`src/rtl/display_pkg.sv`:
```
// Shared constants for the output display: controller states, BCD sizing
// and the common-cathode segment patterns (bit0=a .. bit6=g, bit7=dp).
package display_pkg;

  typedef enum logic [1:0] {
    IDLE    = 2'd0,
    CONVERT = 2'd1,
    COMMIT  = 2'd2
  } state_t;

  localparam int unsigned BCD_DIGITS      = 3;
  localparam int unsigned BCD_WIDTH       = 4 * BCD_DIGITS;
  localparam int unsigned CONV_ITERATIONS = 8;

  localparam logic [3:0] CODE_MINUS = 4'hA;
  localparam logic [3:0] CODE_BLANK = 4'hF;

  localparam logic [7:0] SEG_0     = 8'h3F;
  localparam logic [7:0] SEG_1     = 8'h06;
  localparam logic [7:0] SEG_2     = 8'h5B;
  localparam logic [7:0] SEG_3     = 8'h4F;
  localparam logic [7:0] SEG_4     = 8'h66;
  localparam logic [7:0] SEG_5     = 8'h6D;
  localparam logic [7:0] SEG_6     = 8'h7D;
  localparam logic [7:0] SEG_7     = 8'h07;
  localparam logic [7:0] SEG_8     = 8'h7F;
  localparam logic [7:0] SEG_9     = 8'h6F;
  localparam logic [7:0] SEG_MINUS = 8'h40;
  localparam logic [7:0] SEG_BLANK = 8'h00;

endpackage

```
`src/rtl/seg7_decoder.sv`:
```
// Combinational map from a digit code (0-9, 0xA minus, anything else blank)
// to active-high segment bits; the decimal point is never lit.
module seg7_decoder
  import display_pkg::*;
(
  input  logic [3:0] code,
  output logic [7:0] segments
);

  always_comb begin
    segments = SEG_BLANK;
    case (code)
      4'h0:       segments = SEG_0;
      4'h1:       segments = SEG_1;
      4'h2:       segments = SEG_2;
      4'h3:       segments = SEG_3;
      4'h4:       segments = SEG_4;
      4'h5:       segments = SEG_5;
      4'h6:       segments = SEG_6;
      4'h7:       segments = SEG_7;
      4'h8:       segments = SEG_8;
      4'h9:       segments = SEG_9;
      CODE_MINUS: segments = SEG_MINUS;
      default:    segments = SEG_BLANK;
    endcase
  end

endmodule

```
`src/rtl/output_display.sv`:
```
// OUT register with sequential double-dabble conversion and a 4-digit
// multiplexed common-cathode 7-segment scan driver.
module output_display
  import display_pkg::*;
#(
  parameter int unsigned DATA_WIDTH  = 8,
  parameter int unsigned REFRESH_DIV = 1024
) (
  input  logic                  i_CLOCK,
  input  logic                  i_CLEAR_n,
  input  logic                  i_OUT_IN,
  input  logic [DATA_WIDTH-1:0] i_BUS_DATA,
  input  logic                  i_SIGNED,
  output logic [DATA_WIDTH-1:0] o_VALUE,
  output logic                  o_BUSY,
  output logic [3:0]            o_DIGIT_EN,
  output logic [7:0]            o_SEGMENTS
);

  localparam int unsigned SHIFT_W = BCD_WIDTH + DATA_WIDTH;
  localparam int unsigned CNT_W   = $clog2(REFRESH_DIV);
  localparam int unsigned ITER_W  = $clog2(CONV_ITERATIONS) + 1;

  state_t              state;
  logic                neg;
  logic [SHIFT_W-1:0]  shift;
  logic [SHIFT_W-1:0]  dd_adj;
  logic [SHIFT_W-1:0]  dd_next;
  logic [ITER_W-1:0]   iter;
  logic [3:0]          disp [4];

  logic                  load_neg;
  logic [DATA_WIDTH-1:0] load_mag;
  logic [3:0]            hundreds;
  logic [3:0]            tens;
  logic [3:0]            ones;

  logic [CNT_W-1:0] scan_cnt;
  logic [1:0]       digit_idx;
  logic [3:0]       mux_code;
  logic [7:0]       dec_seg;

  assign load_neg = i_SIGNED & i_BUS_DATA[DATA_WIDTH-1];
  assign load_mag = load_neg ? (~i_BUS_DATA + DATA_WIDTH'(1)) : i_BUS_DATA;

  assign hundreds = shift[SHIFT_W-1 -: 4];
  assign tens     = shift[SHIFT_W-5 -: 4];
  assign ones     = shift[SHIFT_W-9 -: 4];

  // One double-dabble step: correct every BCD nibble >= 5, then shift left.
  always_comb begin
    dd_adj = shift;
    for (int unsigned n = 0; n < BCD_DIGITS; n++) begin
      if (dd_adj[DATA_WIDTH + 4*n +: 4] >= 4'd5)
        dd_adj[DATA_WIDTH + 4*n +: 4] = dd_adj[DATA_WIDTH + 4*n +: 4] + 4'd3;
    end
    dd_next = {dd_adj[SHIFT_W-2:0], 1'b0};
  end

  // The display registers only change at COMMIT, so a reload mid-conversion
  // never exposes partial BCD results.
  always_ff @(posedge i_CLOCK) begin
    if (!i_CLEAR_n) begin
      state   <= IDLE;
      o_VALUE <= '0;
      o_BUSY  <= 1'b0;
      neg     <= 1'b0;
      shift   <= '0;
      iter    <= '0;
      disp[3] <= CODE_BLANK;
      disp[2] <= CODE_BLANK;
      disp[1] <= CODE_BLANK;
      disp[0] <= 4'h0;
    end else if (i_OUT_IN) begin
      o_VALUE <= i_BUS_DATA;
      neg     <= load_neg;
      shift   <= SHIFT_W'(load_mag);
      iter    <= '0;
      state   <= CONVERT;
      o_BUSY  <= 1'b1;
    end else begin
      case (state)
        CONVERT: begin
          shift <= dd_next;
          iter  <= iter + ITER_W'(1);
          if (iter == ITER_W'(CONV_ITERATIONS - 1))
            state <= COMMIT;
        end
        COMMIT: begin
          disp[3] <= neg ? CODE_MINUS : CODE_BLANK;
          disp[2] <= (hundreds == 4'h0) ? CODE_BLANK : hundreds;
          disp[1] <= (hundreds == 4'h0 && tens == 4'h0) ? CODE_BLANK : tens;
          disp[0] <= ones;
          state   <= IDLE;
          o_BUSY  <= 1'b0;
        end
        default: ;
      endcase
    end
  end

  assign mux_code = disp[digit_idx];

  seg7_decoder u_seg7_decoder (
    .code     (mux_code),
    .segments (dec_seg)
  );

  always_ff @(posedge i_CLOCK) begin
    if (!i_CLEAR_n) begin
      scan_cnt   <= '0;
      digit_idx  <= 2'd0;
      o_DIGIT_EN <= 4'b0001;
      o_SEGMENTS <= SEG_0;
    end else begin
      o_DIGIT_EN <= 4'b0001 << digit_idx;
      o_SEGMENTS <= dec_seg;
      if (scan_cnt == CNT_W'(REFRESH_DIV - 1)) begin
        scan_cnt  <= '0;
        digit_idx <= digit_idx + 2'd1;
      end else begin
        scan_cnt <= scan_cnt + CNT_W'(1);
      end
    end
  end

endmodule

```
`config.mk`:
```
export PLATFORM = sky130hd
export DESIGN_NAME = output_display
export DESIGN_NICKNAME = d
export VERILOG_FILES = /design/src/rtl/display_pkg.sv /design/src/rtl/seg7_decoder.sv /design/src/rtl/output_display.sv
export SDC_FILE = /design/constraint.sdc
export NUM_CORES = 1
export LEC_CHECK = 0
export BUFFER_PORTS_ARGS = -buffer_cell sky130_fd_sc_hd__buf_2
export CORE_ASPECT_RATIO = 1.5
export CORE_MARGIN = 3
export CORE_UTILIZATION = 45
export CTS_BUF_LIST = sky130_fd_sc_hd__clkbuf_8
export DETAILED_ROUTE_END_ITERATION = 16
export GPL_TIMING_DRIVEN = 0
export HOLD_SLACK_MARGIN = 0.12
export SYNTH_ARGS = -nofsm -noshare
export SYNTH_HDL_FRONTEND = slang
export SYNTH_HIERARCHICAL = 1
export SYNTH_SLANG_ARGS = --single-unit
```
`constraint.sdc`:
```
create_clock -name i_CLOCK -period 3.8 [get_ports i_CLOCK]
set_clock_uncertainty 0.15 [all_clocks]
set_input_delay 0.19 -clock i_CLOCK [delete_from_list [all_inputs] [get_ports i_CLOCK]]
set_output_delay 0.19 -clock i_CLOCK [all_outputs]
set_load 0.005 [all_outputs]
```
==> results.toml <==
[status]
status = "finished clean"

[timing]
worst_slew_pin_slew_ns = 0.6369
setup-violations-final = 0
max_clock_freq_ghz = 0.4659
slew_violations = 0
hold_violations = 0
slew_headroom = 0.5754
rsz0062_at_grt = "no"
tns_ns = 0
fin_ws_ns = 1.653
period_minus_slack_ns = 2.147
period_share = 0.5649

[cts]
cts-buffers-inserted = 9
clock_latency_ns = 0.36
post-cts-setup-buffers = 0
cts_sinks = 75
tritoncts = "done"
cts_htree_levels = 3
cts.reportedPaths.clkPinSlew_ns = 0.08
root_buffer = "clkbuf_8"
clockBufferDepth = 2

[critical_path]
timing.rr.end = "o_SEGMENTS[5]"
startpoint_type = "flip-flop"
crit_end = "o_SEGMENTS[5]"
reg2regPathDepth = 8
arrival_ns = 2.23
crit_path_max_fanout = 8
worst-endpoint-required_ns = 3.88
worst_setup_path_end_kind = "flip-flop"
crit_type = "flip-flop to flip-flop"
reg2reg_slack_ns = 1.65

[floorplan]
dieArea_um2 = 8684
die_h_um = 112.6
die_x_um = 77.10
io_pins = 33
rows = 38
start_util = 0.4660
core_um2 = 7322

[cells_and_area]
fin_cells = 524
post-route-util = 0.5403
stdcell_area_um2 = 3956
layout-drive-gt1-share = 0.1368
antenna-diode-count = 0
mostFrequentLayoutCell = "dfxtp_1"
num-fill-cells = 693
nets = 448
area_growth_pct = 15.95
layout_common_cells = "dfxtp_1 (62), nor2_1 (46), nand2_1 (39), buf_2 (33), nand3_1 (22)"

[synthesis]
synth_area_leaders = "dfxtp_1 (36%), edfxtp_1 (11%), ha_1 (6.2%)"
synth_top_area_cell = "dfxtp_1"
synth_top_cell_area_share = 0.3638
synth-edff-count = 13
synth_seq_cells = 75
syn-num-nets = 397
synth_top_flop_cell = "dfxtp_1"
post_synth.cell_area_avg_um2 = 9.272
ys_async_sr_fraction = 0
syn-cell-area_um2 = 3412
yosysSeqAreaShare = 0.4782
syn_inst = 368
ys_warn_count = 6
synth_cell_types = 46

[placed_design]
routabilityCongestion = 0.7956
dp_hpwl_mm = 4.873
numPortBuffers = 30
placedCellCount = 498
place_area_um2 = 3687
pre_cts_ws_ns = 1.649

[worst_hold_path]
hold_path.class = "input pin to flip-flop"

[power_and_ir_drop]
combPwrFrac = 0.085
ir_drop_v = 0.0002470
netSwitchingPower_uw = 367.6
internal_power_mw = 1.132
pwr-share-seq = 0.561
power_density_nw_per_um2 = 379.1
clockPowerShare = 0.355
leakagePower_nw = 1.544
swShare = 0.2451

[grt]
antenna_found_initial = 0
use_met1 = 0.1831
grt.overflow.total = 0
met3_usage = 0.03612
grt_use_met2 = 0.3207
grt_pass1_wl_mm = 12.02
busiest_layer = "met2"
grt_usage = 0.1742
grt_max_degree = 15
grt_pass1_vias = 2723

[detailed_routing]
avgRoutedWirePerCell_um = 12.90
totalWireLength_mm = 6.757
ant_nets = 0
drc = 0
viasPerCell = 5.010
drt_iter0_drc = 64
drtPass1Iterations = 4
vias = 2625

[flow_run]
drv_cap = 0
-- worst max-delay path: stages, from the launching register on --
cell and delay, ns:
dfxtp_1 0.31, clkbuf_1 0.28, a211oi_1 0.12, a21oi_1 0.43, inv_2 0.13, ha_1 0.23
mux2i_1 0.13, o22ai_1 0.09, nand2b_1 0.14
-- worst min-delay path by stage --
stage / slack (ns) / from / endpoint / depth (start not counted)
6_report: 0.16 / i_OUT_IN / o_VALUE[7] / 3
4_1_cts: 0.15 / i_OUT_IN / o_VALUE[7] / 3
3_5_place_dp: 0.25 / digit_idx[0] / o_DIGIT_EN[2] / 1
5_1_grt: 0.18 / i_OUT_IN / o_VALUE[7] / 3
3_3_place_gp: 0.25 / digit_idx[0] / o_DIGIT_EN[2] / 1
2_1_floorplan: 0.19 / i_BUS_DATA[6] / o_VALUE[6] / 2
-- stage by stage --
step / hold WS (ns) / power [mW]
floorplan: 0.1873 / 0.9373
global route: 0.1796 / 1.566
detailed placement: 0.2497 / 0.9786
CTS: 0.1489 / 1.521
finish: 0.1649 / 1.500
global placement: 0.2505 / 0.9775
-- registers in the layout, indices dropped and copies added, names as in the netlist, named ones only --
register and flops:
shift 20, o_SEGMENTS 8, state 2, iter 4, digit_idx 2, o_BUSY 1, o_DIGIT_EN 4, disp 13
o_VALUE 8, scan_cnt 10, neg 1
-- area by class of cell --
class	instances	area, µm²	share of cell area
clock buffers	10	137.6	0.03479
repair buffers	40	250.2	0.06325
well taps	100	125.1	0.03163
inverters	15	56.30	0.01423
multi-input cells	263	1657	0.4187
clock inverters	6	31.28	0.007906
plain buffers	15	67.56	0.01708
flip-flops and latches	75	1632	0.4124
-- power groups by stage --
stage | Sequential [mW] | Clock, mW | Combinational (mW)
detailed placement | 0.859 | 0 | 0.119
global route | 0.844 | 0.578 | 0.144
finish | 0.841 | 0.532 | 0.127
CTS | 0.841 | 0.552 | 0.128
floorplan | 0.859 | 0 | 0.0786
global placement | 0.859 | 0 | 0.119
-- cells in the mapped netlist (all sizes together) (4+ instances only) --
| cell | n |
|---|---|
| edfxtp | 13 |
| nand3 | 22 |
| and2 | 8 |
| nand2 | 39 |
| o31ai | 4 |
| xor2 | 10 |
| a21oi | 20 |
| or3 | 4 |
| dfxtp | 62 |
| a211oi | 6 |
| nand2b | 16 |
| mux2i | 10 |
| inv | 15 |
| ha | 17 |
| buf | 5 |
| o21ai | 14 |
| nor2 | 46 |
| xnor2 | 6 |
| clkbuf | 10 |
-- timing repair --
action | CTS | global route
endpoints found under the setup margin | 0 | 0
endpoints found under the hold margin | 16 | 0
hold buffers | 10 | 0
gates resized for setup | 0 | 0
-- kinds of logic (layout without fill, tap and decap cells) --
kind of cell / count (synthesis) / after routing / share of synthesized area
XOR/XNOR: 16 / 16 / 0.04107
other: 1 / 1 / 0.001099
multiplexers: 15 / 15 / 0.05244
AO/OA/AOI/OAI: 61 / 61 / 0.1133
AND/OR/NAND/NOR: 153 / 153 / 0.2153
adder cells (fa/ha/maj): 17 / 17 / 0.06234
flip-flops: 75 / 75 / 0.4782
buffers and inverters: 30 / 86 / 0.03630
-- layer usage --
| metal | wire length (µm) | part of all wire |
|---|---|---|
| met3 | 145 | 0.021 |
| met5 | 0 | 0 |
| met4 | 223 | 0.033 |
| met1 | 2828 | 0.42 |
| met2 | 3560 | 0.53 |
(Power assumes the default switching activity.)
